[src/rtl/mvau_weight_fetch.sv]
// Weight fetch for an MVAU PE: streams the weight memory in address order
// through a 2-entry skid FIFO, keeping at most two words buffered or in flight.
module mvau_weight_fetch #(
  parameter int SIMD         = 2,
  parameter int TW           = 1,
  parameter int WMEM_DEPTH   = 4,
  parameter int WMEM_ADDR_BW = 4
) (
  input  logic                    aclk,
  input  logic                    rst,
  input  logic                    en,
  output logic [WMEM_ADDR_BW-1:0] wmem_addr,
  input  logic [SIMD*TW-1:0]      wmem_in,
  output logic [SIMD*TW-1:0]      out_wgt,
  output logic                    out_valid,
  input  logic                    out_ready,
  output logic                    out_last
);

  localparam int DW = SIMD * TW;
  localparam logic [WMEM_ADDR_BW-1:0] LAST_ADDR = WMEM_ADDR_BW'(WMEM_DEPTH - 1);

  logic [WMEM_ADDR_BW-1:0] addr_reg, addr_next;
  logic                    inflight_reg;
  logic                    inflight_last_reg;
  logic                    rd_ptr_reg;
  logic                    wr_ptr_reg;
  logic [1:0]              count_reg, count_next;
  logic [2:0]              occ_after_pop;
  logic                    push, pop, issue;
  logic [DW-1:0]           entry_data [2];
  logic                    entry_last [2];

  assign out_valid = (count_reg != 2'd0);
  assign pop       = out_valid & out_ready;
  // Memory read latency is one cycle, so an in-flight read always lands now.
  assign push      = inflight_reg & ~rst;

  // Reserve a slot for every word already buffered or on its way back.
  assign occ_after_pop = {1'b0, count_reg} + {2'b00, inflight_reg} - {2'b00, pop};
  assign issue         = ~rst & en & (occ_after_pop < 3'd2);

  always_comb begin
    addr_next  = addr_reg;
    count_next = count_reg + {1'b0, push} - {1'b0, pop};
    if (issue) begin
      if (addr_reg == LAST_ADDR) addr_next = '0;
      else                       addr_next = addr_reg + 1'b1;
    end
  end

  always_ff @(posedge aclk) begin
    if (rst) begin
      addr_reg          <= '0;
      inflight_reg      <= 1'b0;
      inflight_last_reg <= 1'b0;
      rd_ptr_reg        <= 1'b0;
      wr_ptr_reg        <= 1'b0;
      count_reg         <= 2'd0;
    end else begin
      addr_reg     <= addr_next;
      inflight_reg <= issue;
      if (issue) inflight_last_reg <= (addr_reg == LAST_ADDR);
      if (push)  wr_ptr_reg <= ~wr_ptr_reg;
      if (pop)   rd_ptr_reg <= ~rd_ptr_reg;
      count_reg <= count_next;
    end
  end

  genvar gi;
  generate
    for (gi = 0; gi < 2; gi++) begin : g_entry
      localparam logic IDX = 1'(gi);
      logic [DW-1:0] data_reg;
      logic          last_reg;

      always_ff @(posedge aclk) begin
        if (push && (wr_ptr_reg == IDX)) begin
          data_reg <= wmem_in;
          last_reg <= inflight_last_reg;
        end
      end

      assign entry_data[gi] = data_reg;
      assign entry_last[gi] = last_reg;
    end
  endgenerate

  assign wmem_addr = addr_reg;
  assign out_wgt   = entry_data[rd_ptr_reg];
  assign out_last  = out_valid & entry_last[rd_ptr_reg];

endmodule
[config.mk]
export PLATFORM = sky130hd
export DESIGN_NAME = mvau_weight_fetch
export DESIGN_NICKNAME = d
export VERILOG_FILES = /design/src/rtl/mvau_weight_fetch.sv
export SDC_FILE = /design/constraint.sdc
export NUM_CORES = 1
export LEC_CHECK = 0
export ABC_AREA = 1
export CELL_PAD_IN_SITES_DETAIL_PLACEMENT = 0
export CELL_PAD_IN_SITES_GLOBAL_PLACEMENT = 1
export CORE_MARGIN = 2
export CORE_UTILIZATION = 39
export CTS_BUF_LIST = sky130_fd_sc_hd__clkbuf_8
export CTS_CLUSTER_DIAMETER = 100
export DETAILED_ROUTE_END_ITERATION = 8
export MAX_ROUTING_LAYER = met4
export PLACE_DENSITY_LB_ADDON = 0.1
export SYNTH_ARGS = -nofsm -noshare
export SYNTH_HDL_FRONTEND = slang
export SYNTH_SLANG_ARGS = --single-unit
[constraint.sdc]
create_clock -name aclk -period 3.2 [get_ports aclk]
set_clock_uncertainty 0.1 [all_clocks]
set_input_delay 0.96 -clock aclk [delete_from_list [all_inputs] [get_ports aclk]]
set_output_delay 0.96 -clock aclk [all_outputs]
set_load 0.005 [all_outputs]
==> flow_metrics.env <==
export IMPL_rr_startpoint="count_reg[1]$_SDFF_PP0_"
export IMPL_hold_buffers=0
export IMPL_clock_latency_ns=0.24
export IMPL_ff2ff_path_depth=11
export IMPL_final_cell_mix="nand2_1, inv_1, nor2_1, clkdlybuf4s50_1, dfxtp_1"
export IMPL_std_cell_rows=16
export IMPL_peakVddDrop_uv=331
export IMPL_place_congestion=0.748
export IMPL_startpoint="out_ready"
export IMPL_synth_xor_area_share_pct=1.09
export IMPL_drtIter0Drc=5
export IMPL_layout_commonest_cell="nand2_1"
export IMPL_finalSetupViolCount=0
export IMPL_critPathArrivalTime_ns=2.96
export IMPL_fmax_mhz=342
export IMPL_maxSlewHeadroom_pct=79.1
export IMPL_antenna_left=0
export IMPL_ys_types=17
export IMPL_critPathSlowestCell="fa_1"
export IMPL_h_tree_depth=1
export IMPL_rsz0062_at_grt="false"
export IMPL_r2r_slack_ns=0.93
export IMPL_antenna_cells=0
export IMPL_internal_power_uw=501
export IMPL_yosys_area_share_adder_pct=5.61
export IMPL_fin_ws_ns=0.275
export IMPL_clock_path_buffers=2
export IMPL_ys_warn_count=0
export IMPL_synth_mux_area_share_pct=0
export IMPL_worstSetupPathType="in -> reg"
export IMPL_switchingPower_uw=288
export IMPL_worstSetupEndpoint="wmem_addr[0]$_SDFFE_PP0P_"
export IMPL_path_common_cell="nand2_1"
export IMPL_final_hold_violation_count=0
export IMPL_root_buffer="clkbuf_8"
export IMPL_p_leak_uw=0.000455
export IMPL_netlist_instances=104
export IMPL_p_total_uw=789
export IMPL_routed_wl_um=1360
export IMPL_grt_max_degree=10
export IMPL_yosysSeqAreaShare_pct=47.4
export IMPL_grt_overflow_total=0
export IMPL_cts_clk_slew_worst_paths_ns=0.06
export IMPL_grt_pass1_wl_um=2400
export IMPL_power_frac_seq_pct=38.1
export IMPL_syn_cell_area_um2=803
export IMPL_worst_ep_required_time_ns=3.24
export IMPL_startpoint_type="primary input"
export IMPL_post_cts_setup_buffer_count=0
export IMPL_die_y_um=49.4
export IMPL_syn_nets=113
export IMPL_fin_nets=133
export IMPL_postPlaceCellArea_um2=982
export IMPL_drv_cap=0
export IMPL_cp_depth=12
export IMPL_critical_path_buf_inv_count=2
export IMPL_cp_end_kind="flop"
export IMPL_dp_hpwl_um=1090
export IMPL_finalSetupTns_ns=0
export IMPL_critical_path_top_delay_family="simple AND/OR/NAND/NOR gates"
export IMPL_max_slew_worst_pin_slew_ns=0.312
export IMPL_syn_avg_cell_area_um2=7.72
export IMPL_num_vias=651
export IMPL_critPathMaxFanout=4
export IMPL_outcome="complete, no violations"
export IMPL_crit_chain="clkdlybuf4s50_1, inv_1, nor2_4, nand2_1, o21ai_0, nand2_1, fa_1, nand2_1, nor2_1, nand2_1, o21ai_0, nor2_1"
export IMPL_drcViolationCount=0
export IMPL_port_buffers=13
export IMPL_drv_slew=0
export IMPL_antenna_found_initial=0
export IMPL_cts_tree="yes"
export IMPL_fin_crit_ns=2.92
export IMPL_combPwrFrac_pct=42.8
export IMPL_fill_cells=206
export IMPL_grt_pass1_vias=617
export IMPL_track_usage_pct=13.3
export IMPL_cts_resized=0
export IMPL_start_util_pct=40.9
export IMPL_viasPerCell=4.34
export IMPL_synth_seq_cells=16
export IMPL_clockPowerShare_pct=19.1
export IMPL_fp_dieW_um=49.4
export IMPL_numCtsBuffers=3
export IMPL_synth_simple_gate_area_share_pct=31.5
export IMPL_post_route_period_util_pct=91.4
export IMPL_synth_compound_area_share_pct=5.61
export IMPL_cts_sinks=16
export IMPL_fin_area_um2=1030
export IMPL_reg2reg_to="wmem_addr[0]$_SDFFE_PP0P_"
export IMPL_io_pins=14
export IMPL_post_drt_wl_per_cell_um=9.05
export IMPL_place_ws_ns=0.0157
export IMPL_power_switching_share_pct=36.5
export IMPL_core_area_um2=1960
export IMPL_drive_gt1_share_pct=13.0
export IMPL_dr_pass1_iters=3
export IMPL_slowest_delay_ns=0.52
export IMPL_die_area_um2=2440
export IMPL_hold_slack_ns=0.363
export IMPL_p_per_area_nw_per_um2=768
export IMPL_hp_class="reg -> reg"
export IMPL_synth_top_family_by_area="simple AND/OR/NAND/NOR gates"
export IMPL_areaGrowthSynthToFinish_pct=27.9
[area by class of cell]
cell class | count | area (µm²) | share of cell area, %
multi-input combinational | 69 | 352 | 34.2
clock inverter | 1 | 3.75 | 0.365
sequential | 16 | 380 | 37.0
inverter | 19 | 71.3 | 6.94
timing repair buffer | 15 | 145 | 14.1
clock buffer | 3 | 41.3 | 4.02
tap | 27 | 33.8 | 3.29
[through the flow]
step / instances / utilization, %
final: 150 / 52.4
after global routing: 150 / 52.4
after CTS: 150 / 52.4
after detailed placement: 146 / 50.1
after global placement: 146 / 50.1
after floorplan: 104 / -
[cells in the mapped netlist]
| cell | number | area, µm² |
|---|---|---|
| nand2_2 | 5 | 31.3 |
| edfxtp_1 | 6 | 180 |
| dfxtp_1 | 10 | 200 |
| nand3_1 | 3 | 15.0 |
| nor2_4 | 2 | 22.5 |
| fa_1 | 1 | 20.0 |
| nand3_2 | 1 | 10.0 |
| nor2_2 | 1 | 6.26 |
| ha_1 | 2 | 25.0 |
| o21ai_0 | 6 | 30.0 |
| a21oi_1 | 3 | 15.0 |
| xnor2_1 | 1 | 8.76 |
| nand2_1 | 30 | 113 |
| nand4_1 | 1 | 6.26 |
| inv_2 | 2 | 7.51 |
| inv_1 | 17 | 63.8 |
| nor2_1 | 13 | 48.8 |
[worst min-delay path by stage]
| stage | startpoint | end | depth (start not counted) |
|---|---|---|---|
| after floorplan | inflight_last_reg$_SDFFE_PP0P_ | g_entry[0].last_reg$_DFFE_PP_ | 0 |
| after global placement | inflight_last_reg$_SDFFE_PP0P_ | g_entry[0].last_reg$_DFFE_PP_ | 0 |
| after detailed placement | inflight_last_reg$_SDFFE_PP0P_ | g_entry[0].last_reg$_DFFE_PP_ | 0 |
| after CTS | inflight_last_reg$_SDFFE_PP0P_ | g_entry[0].last_reg$_DFFE_PP_ | 0 |
| after global routing | inflight_last_reg$_SDFFE_PP0P_ | g_entry[1].last_reg$_DFFE_PP_ | 0 |
| final | inflight_last_reg$_SDFFE_PP0P_ | g_entry[0].last_reg$_DFFE_PP_ | 0 |
[worst reg2reg max path: stages (launching register included)]
cell and delay (ns):
dfxtp_1 0.50, nor2_2 0.12, nor2_4 0.10, nand2_1 0.06
o21ai_0 0.07, nand2_1 0.08, fa_1 0.52, nand2_1 0.07
nor2_1 0.19, nand2_1 0.13, o21ai_0 0.16, nor2_1 0.05
[routing by layer]
metal	vias to the layer above	global-route usage (%)	share of wire, %
li1	359	-	-
met5	-	-	0
met3	4	1.84	3.5
met1	276	14.1	46
met4	0	8.33	3.0
met2	12	23.2	48
[cells by family (layout without fill, tap and decap cells)]
| group | count (synthesis) | in the layout |
|---|---|---|
| and+or+nand+nor | 56 | 56 |
| buffers and inverters | 19 | 38 |
| DFF | 16 | 16 |
| AOI/OAI and AO/OA | 9 | 9 |
| adders and majority gates | 3 | 3 |
| xor gates and xnor gates | 1 | 1 |
[power by group through the flow]
stage / clock network [µW] / logic, µW / registers (µW)
CTS: 158 / 344 / 302
finish: 151 / 338 / 300
global placement: 0 / 337 / 304
detailed placement: 0 / 342 / 306
global route: 167 / 393 / 309
floorplan: 0 / 231 / 298
(Power assumes the default switching activity.)
